===== src/rtl/carregador_programa_if.sv =====
// Byte-stream loader handshake for carregador_programa. A byte moves on a
// rising edge where carga_valida and carga_pronta are both high.
interface carregador_programa_if #(
    parameter int DATA_W = 8
);
    logic              carga_valida;
    logic [DATA_W-1:0] carga_dado;
    logic              carga_pronta;

    modport master (output carga_valida, output carga_dado, input  carga_pronta);
    modport slave  (input  carga_valida, input  carga_dado, output carga_pronta);
endinterface


===== src/rtl/carregador_programa.sv =====
// Program loader and instruction store for the nRisc core: takes a length byte
// plus image bytes, holds the core in reset meanwhile, then serves fetches.
module carregador_programa #(
    parameter int ADDR_W = 8,
    parameter int DATA_W = 8
) (
    input  logic                  Clock,
    input  logic                  reset,
    carregador_programa_if.slave  carga,
    input  logic                  recarga,
    input  logic [ADDR_W-1:0]     SaidaPCLeEndereco,
    output logic [DATA_W-1:0]     Instrucao,
    output logic                  reset_nucleo,
    output logic [ADDR_W:0]       tamanho,
    output logic                  fora_faixa
);
    localparam int DEPTH = 1 << ADDR_W;

    typedef enum logic [1:0] {
        ESPERA_TAM = 2'd0,
        CARREGA    = 2'd1,
        EXECUTA    = 2'd2
    } estado_t;

    estado_t           r_estado;
    estado_t           w_estado_prox;
    logic [ADDR_W:0]   r_tamanho;
    logic [ADDR_W:0]   r_cont;
    logic              r_fora_faixa;
    logic [DATA_W-1:0] r_mem [DEPTH];

    logic              w_pronta;
    logic              w_xfer;
    logic              w_ultimo;
    logic              w_em_faixa;
    logic              w_reset_nucleo;
    logic [ADDR_W:0]   w_len_bruto;
    logic [ADDR_W:0]   w_len;

    // Loader is never ready during reset, so no byte can sneak in on a reset edge.
    assign w_pronta   = !reset && (r_estado != EXECUTA);
    assign w_xfer     = carga.carga_valida && w_pronta;
    assign w_ultimo   = ((r_cont + 1'b1) == r_tamanho);
    assign w_em_faixa = ({1'b0, SaidaPCLeEndereco} < r_tamanho);

    // A length byte of zero stands for a full 2^ADDR_W image.
    assign w_len_bruto = {1'b0, carga.carga_dado[ADDR_W-1:0]};
    assign w_len       = (w_len_bruto == '0) ? {1'b1, {ADDR_W{1'b0}}} : w_len_bruto;

    always_ff @(posedge Clock) begin
        if (reset) r_estado <= ESPERA_TAM;
        else       r_estado <= w_estado_prox;
    end

    always_comb begin
        w_estado_prox  = r_estado;
        w_reset_nucleo = 1'b1;
        case (r_estado)
            ESPERA_TAM: begin
                if (w_xfer) w_estado_prox = CARREGA;
            end
            CARREGA: begin
                if (w_xfer && w_ultimo) w_estado_prox = EXECUTA;
            end
            EXECUTA: begin
                w_reset_nucleo = 1'b0;
                if (recarga) w_estado_prox = ESPERA_TAM;
            end
            default: w_estado_prox = ESPERA_TAM;
        endcase
        if (reset) w_reset_nucleo = 1'b1;
    end

    always_ff @(posedge Clock) begin
        if (reset) begin
            r_tamanho    <= '0;
            r_cont       <= '0;
            r_fora_faixa <= 1'b0;
        end else begin
            case (r_estado)
                ESPERA_TAM: begin
                    if (w_xfer) begin
                        r_tamanho <= w_len;
                        r_cont    <= '0;
                    end
                end
                CARREGA: begin
                    if (w_xfer) r_cont <= r_cont + 1'b1;
                end
                EXECUTA: begin
                    // recarga takes priority over an out-of-range fetch in the same cycle
                    if (recarga)          r_fora_faixa <= 1'b0;
                    else if (!w_em_faixa) r_fora_faixa <= 1'b1;
                end
                default: ;
            endcase
        end
    end

    // Store is deliberately not reset; the range check hides stale bytes.
    always_ff @(posedge Clock) begin
        if (r_estado == CARREGA && w_xfer)
            r_mem[r_cont[ADDR_W-1:0]] <= carga.carga_dado;
    end

    assign carga.carga_pronta = w_pronta;
    assign reset_nucleo       = w_reset_nucleo;
    assign tamanho            = r_tamanho;
    assign fora_faixa         = r_fora_faixa;
    assign Instrucao          = (r_estado == EXECUTA && w_em_faixa) ?
                                r_mem[SaidaPCLeEndereco] : '0;

    a_cont_abaixo_tam: assert property (@(posedge Clock) disable iff (reset)
        (r_estado == CARREGA) |-> (r_cont < r_tamanho));
    a_sem_pronta_exec: assert property (@(posedge Clock) disable iff (reset)
        (r_estado == EXECUTA) |-> !carga.carga_pronta);
endmodule

===== src/flat_wrapper.sv =====
// flat-port wrapper written by rule: the top's interface ports become plain ports
module carregador_programa_flat 
#(
    parameter int ADDR_W = 8,
    parameter int DATA_W = 8
)
  (Clock, reset, recarga, SaidaPCLeEndereco, Instrucao, reset_nucleo, tamanho, fora_faixa, carga_carga_valida, carga_carga_dado, carga_carga_pronta);
  carregador_programa_if #(.DATA_W(DATA_W)) carga_i ();
  input  logic Clock;
  input  logic reset;
  input  logic recarga;
  input  logic [ADDR_W-1:0] SaidaPCLeEndereco;
  output logic [DATA_W-1:0] Instrucao;
  output logic reset_nucleo;
  output logic [ADDR_W:0] tamanho;
  output logic fora_faixa;
  input wire logic [$bits(carga_i.carga_valida)-1:0] carga_carga_valida;
  input wire logic [$bits(carga_i.carga_dado)-1:0] carga_carga_dado;
  output wire logic [$bits(carga_i.carga_pronta)-1:0] carga_carga_pronta;
  assign carga_i.carga_valida = carga_carga_valida;
  assign carga_i.carga_dado = carga_carga_dado;
  assign carga_carga_pronta = carga_i.carga_pronta;
  carregador_programa #(.ADDR_W(ADDR_W), .DATA_W(DATA_W)) u_core (.Clock(Clock), .reset(reset), .carga(carga_i), .recarga(recarga), .SaidaPCLeEndereco(SaidaPCLeEndereco), .Instrucao(Instrucao), .reset_nucleo(reset_nucleo), .tamanho(tamanho), .fora_faixa(fora_faixa));
endmodule

===== config.mk =====
export PLATFORM = sky130hd
export DESIGN_NAME = carregador_programa_flat
export DESIGN_NICKNAME = d
export VERILOG_FILES = /design/src/rtl/carregador_programa_if.sv /design/src/rtl/carregador_programa.sv /design/src/flat_wrapper.sv
export SDC_FILE = /design/constraint.sdc
export NUM_CORES = 2
export LEC_CHECK = 0
export ABC_AREA = 0
export BUFFER_PORTS_ARGS = -buffer_cell sky130_fd_sc_hd__buf_4
export CAP_MARGIN = 20
export CORE_ASPECT_RATIO = 0.9
export CORE_MARGIN = 2
export CORE_UTILIZATION = 35
export DETAILED_ROUTE_END_ITERATION = 7
export GPL_TIMING_DRIVEN = 0
export PLACE_DENSITY_LB_ADDON = 0.15
export SLEW_MARGIN = 20
export SYNTH_ARGS = -nofsm -noshare
export SYNTH_HDL_FRONTEND = slang
export SYNTH_SLANG_ARGS = --single-unit

===== constraint.sdc =====
create_clock -name Clock -period 4.84 [get_ports Clock]
set_input_delay 0.968 -clock Clock [delete_from_list [all_inputs] [get_ports Clock]]
set_output_delay 0.968 -clock Clock [all_outputs]
set_load 0.02 [all_outputs]

### After elaboration in Yosys (flattened, before gate mapping)

Memories as Yosys holds them, arrays and structs flattened.
Index checks and enable logic that the tools add are counted.

| storage, ports and cells | value |
|---|---|
| word-level logic and storage cells | 44 |
| input bits | 20 |
| RAM bits | 2048 |
| memories kept | 1 |
| flip-flop bits (word level) | 21 |

Memory list:

| memory | depth | width | rd ports | clocked after Yosys merged registers in | write ports | line | source |
|---|---|---|---|---|---|---|---|
| u_core.r_mem | 256 | 8 | 1 | 0 | 1 | carregador_programa.sv:30 | `logic [DATA_W-1:0] r_mem [DEPTH];` |

| operators by class | value |
|---|---|
| muxes and demuxes | 15 |
| eq/ne operators | 9 |
| magnitude comparators | 1 |
| add/subtract/negate cells | 1 |
| reductions and logical operators | 13 |

Operators with widths:

| operator | count |
|---|---|
| two-way mux 9 bit | 3 |
| one-hot mux 9 bit (2 select lines) | 1 |
| adder 9 x 1 -> 9 bit (second input constant) | 1 |
| equality test 9 bit | 1 |
| logical NOT 9 bit | 1 |
| < comparator 8 x 9 -> 1 bit | 1 |
| two-way mux 8 bit | 1 |
| two-way mux 1 bit | 6 |
| two-way mux 2 bit | 3 |
| inequality test 2 x 1 -> 1 bit (second input constant) | 3 |
| inequality test 2 bit (second input constant) | 3 |
| one-hot mux 2 bit (3 select lines) | 1 |
| AND reduction 3 bit | 2 |
| logical AND 1 bit | 5 |
| AND reduction 2 bit | 2 |
| equality test 2 x 1 -> 1 bit (second input constant) | 1 |
| equality test 2 bit (second input constant) | 1 |
| logical NOT 2 bit | 1 |
| nonzero test 2 bit | 1 |
| logical NOT 1 bit | 1 |

### Logic depth before layout (Yosys ltp)

| depth | value |
|---|---|
| word-level depth | 6 |
| mapped depth | 13 |
| mapped depth without buffers | 9 |

### Least setup slack after synthesis

Ideal clock, no wire load.

| timing | value |
|---|---|
| path kind | input -> output |
| start | input SaidaPCLeEndereco[0] |
| end | output Instrucao[6] |
| arrival time | 3.199 ns |
| stages on the path | 11 |
| buffers on the path | 6 |
| path slack | 0.673 ns |
| required time | 3.872 ns |
| cell sequence | buf_6 > buf_8 > buf_6 > buf_6 > buf_4 > buf_6 > nor4_1 > nor4_1 > a311oi_1 > nand4_1 > a311oi_1 |

| on the way | value |
|---|---|
| word-level cells in the longest chain between the ends | 3 |

Ends and longest elaborated chain:

| item | line | source |
|---|---|---|
| start: declaration | flat_wrapper.sv:12 | `input logic [ADDR_W-1:0] SaidaPCLeEndereco;` |
| branches (longest 2 deep; another with memory (256 x 8 bit)) | n/a |  |
| two-way mux 8 bit * | carregador_programa.sv:110 | `assign Instrucao = (r_estado == EXECUTA && w_em_faixa) ?` |
| end: declaration | flat_wrapper.sv:13 | `output logic [DATA_W-1:0] Instrucao;` |

Mark *: on every way between the ends.

### Final worst setup path

| timing | value |
|---|---|
| start | input SaidaPCLeEndereco[2] |
| end | output Instrucao[5] |

Same word-level chain as after synthesis.

==> results.md <==
* CP Class: input port to output pin
* Post-route cell area at 99,680 µm²
* Util after Layout at 0.4291
* Yosys warns at 0
* Final Max Tran Viols at 0
* Post-CTS Hold Buffers at 0
* Initial Util at 0.3512
* WHS Path Cells at 2
* DRC Markers at 0
* Clock sinks at 2,069
* DRT Pass-1 Iters at 5
* Net Sw Frac at 0.2460
* Routed WL at 370,700 µm
* Placed Cells incl. Taps at 7,243
* Crit end category: output pin
* Reg-to-Reg End: u_core.r_mem[150][0]$_DFFE_PP_
* First-pass GRT wire length at 468,900 µm
* Max H-tree Level at 4
* Post-Synth XOR/XNOR Area at 0.001074
* Seq/Total Area, Yosys at 0.7589
* Dominant cell type by area after synthesis: edfxtp_1
* Max_cap viols at 0
* Gpl congestion at 0.9913
* Routed Antenna Nets at 0
* Die Y at 462.0 µm
* Die Footprint at 237,000 µm²
* FMAX at 0.1843 GHz
* Mux contribution to synthesized area at 0.1460
* Simple-gate share of the synthesized area at 0.03198
* Most common cell after layout, fill and taps aside: edfxtp_1
* Die W at 512.9 µm
* Slew headroom at 0.2133
* Synth top area share at 0.7538
* Final cell count without fillers at 7,903
* Setup crit start kind: input port
* CTS tree: done
* Cell internal pwr at 29.46 mW
* Min Hold Slack at 0.3094 ns
* Hold Path End: u_core.fora_faixa$_SDFFE_PP0P_
* Worst r2r src: u_core.r_estado[1]$_SDFFE_PP0P_
* Post-synthesis compound-gate area fraction at 0.03937
* Cell Rows at 168
* R2r setup slk at 0.41 ns
* Clk Latency, worst-skew pair at 0.89 ns
* Sequential share of power at 0.504
* Hold WC Path Type: input port to register
* Switching power at 9.614 mW
* Final hold violation count at 0
* Avg Vias per Cell at 6.292
* Syn_area_per_cell at 19.96 µm²
* Post-synth EDFFs at 2,048
* Layout fillers at 20,252
* Post-Syn Area at 81,590 µm²
* Fin nets at 4,673
* Share of flip-flops with an asynchronous set or reset at 0
* Layout cells sized above 1 at 0.3026
* Final period utilization at 1.121
* Worst-margin pin slew at 1.176 ns
* CTS Buf Count at 207
* Post-Synth Adder-Cell Area at 0.001687
* Vias in the first global route at 44,919
* Routed len/inst at 46.91 µm
* Netlist cell types at 74
* Synth Flop Type: edfxtp_1
* Failing checks: setup timing
* Placeable Area at 232,300 µm²
* Largest cells by area after synthesis: edfxtp_1, mux4_2, mux2i_1
* Deepest clock path buffer count at 3
* Crit path DAT at 4.46 ns
* Hold path startpoint: recarga
* Gr usage total at 0.3078
* IO buf count at 38
* Final min period at 5.426 ns
* Power Total at 39.07 mW
* Static leakage at 31.94 nW
* Clock power frac at 0.409
* Mapped Cells at 4,088
* Worst-path fanout max at 10
* Status: finished, violations left
* Critical path data required time at 3.87 ns
* Yosys reg bits at 2,069
* Root Driver: clkbuf_16
* Final setup vio count at 8
* GR Overflow Total at 0
* Unrepaired setup endpoints after global routing: yes
* Leading cell types in the layout, fill and taps excluded: edfxtp_1, mux4_2, nor2_1, mux2i_1, buf_4
* Final worst-path setup slack at -0.5865 ns
* Syn nets at 4,119
* Worst vdd ir at 446.2 µV
* Reg2reg path depth at 7
* PD cells at 392.0 nW/µm²
* Largest family of logic cells by synthesized area: multiplexers
* Initial antenna violation count at 40
* Clock Skew at 0.03329 ns
* Reg clk slew, reported paths at 0.06 ns
* DP HPWL at 238,200 µm
* Area after DPL at 87,350 µm²
* Initial DRC count at 9,414
* Largest net degree at the start of global routing at 104
* Via count at 49,722
* Ports at 40
* Area grow syn2layout at 22.18%
* Combinational power share at 0.087
## layer usage
layer / global-route usage / part of all wire / wire [µm]
met5: 0.006245 / 0.00095 / 354
met4: 0.1486 / 0.054 / 19980
met3: 0.1073 / 0.13 / 48070
met2: 0.4354 / 0.42 / 156200
met1: 0.4214 / 0.39 / 146100
## cells in the mapped netlist, drive strengths merged (11+ instances only)
master / number
edfxtp: 2048
mux4: 399
nor2: 317
mux2i: 263
buf: 138
nand2: 131
clkbuf: 106
a221oi: 83
a21oi: 81
o21ai: 69
a22oi: 42
o22ai: 35
nand3: 32
nor3: 30
a221o: 27
dfxtp: 21
nand4: 20
inv: 18
mux2: 18
nand2b: 17
o211ai: 16
nor2b: 15
a211oi: 14
a31oi: 13
nor4: 12
ha: 11
## worst max-delay path by stage
stage                               startpoint            to  cells past startpoint
final                     SaidaPCLeEndereco[2]  Instrucao[5]                     10
after detailed placement  SaidaPCLeEndereco[1]  Instrucao[3]                     12
after CTS                 SaidaPCLeEndereco[0]  Instrucao[4]                     15
after floorplan           SaidaPCLeEndereco[0]  Instrucao[6]                     11
after global routing      SaidaPCLeEndereco[0]  Instrucao[0]                     14
after global placement    SaidaPCLeEndereco[4]  Instrucao[0]                     11
## per-stage QoR
step / setup WS [ns] / TNS, ns
global route: -0.4691 / -2.486
CTS: -0.3073 / -1.968
finish: -0.5865 / -3.460
floorplan: 0.6729 / 0
detailed placement: -2.748 / -22.81
global placement: -3.418 / -355.07
## state kept, by name, summed over array words and instances, names as in the netlist
register	count
u_core.fora_faixa	1
u_core.r_estado	2
u_core.r_cont	9
u_core.tamanho	9
u_core.r_mem	2048
## cell families (layout without fill, tap and decap cells)
family,Yosys count,count (layout)
and+or+nand+nor,606,606
AOI/OAI and AO/OA,448,448
xor gates and xnor gates,10,10
DFF,2069,2069
other,0,21
adders and majority gates,11,11
buffers and inverters,264,998
muxes,680,680
## power by group through the flow
stage	clock network (mW)	registers [mW]	logic, mW
after CTS	16.0	19.7	3.13
after global routing	16.7	19.7	3.33
after floorplan	0	20.1	0.969
final	16.0	19.7	3.38
after global placement	0	20.1	2.51
after detailed placement	0	20.1	2.65
## area by class of cell
type | count | area [µm²] | share of cell area
well taps | 3060 | 3829 | 0.03841
multi-input cells | 1755 | 19160 | 0.1922
plain buffers | 240 | 3603 | 0.03615
diodes | 21 | 52.55 | 0.0005272
clock inverters | 138 | 1156 | 0.01160
flip-flops and latches | 2069 | 61920 | 0.6212
clock buffers | 251 | 5388 | 0.05405
repair buffers | 349 | 4476 | 0.04490
inverters | 20 | 93.84 | 0.0009414
## repair_timing
item	in CTS	in global routing
gates resized for setup	635	101
setup buffers	170	80
endpoints found under the setup margin	8	8
cloned	2	1
pin swaps	43	44
## critical path, stage by stage
cell,delay (ns)
buf_4,0.17
and2_2,0.41
buf_4,0.52
clkbuf_4,0.49
a221oi_2,0.17
nor4_1,0.49
o32ai_1,0.16
nand4_1,0.36
nand4_1,0.37
buf_4,0.28
No activity file was read; power rests on OpenSTA's default activity.
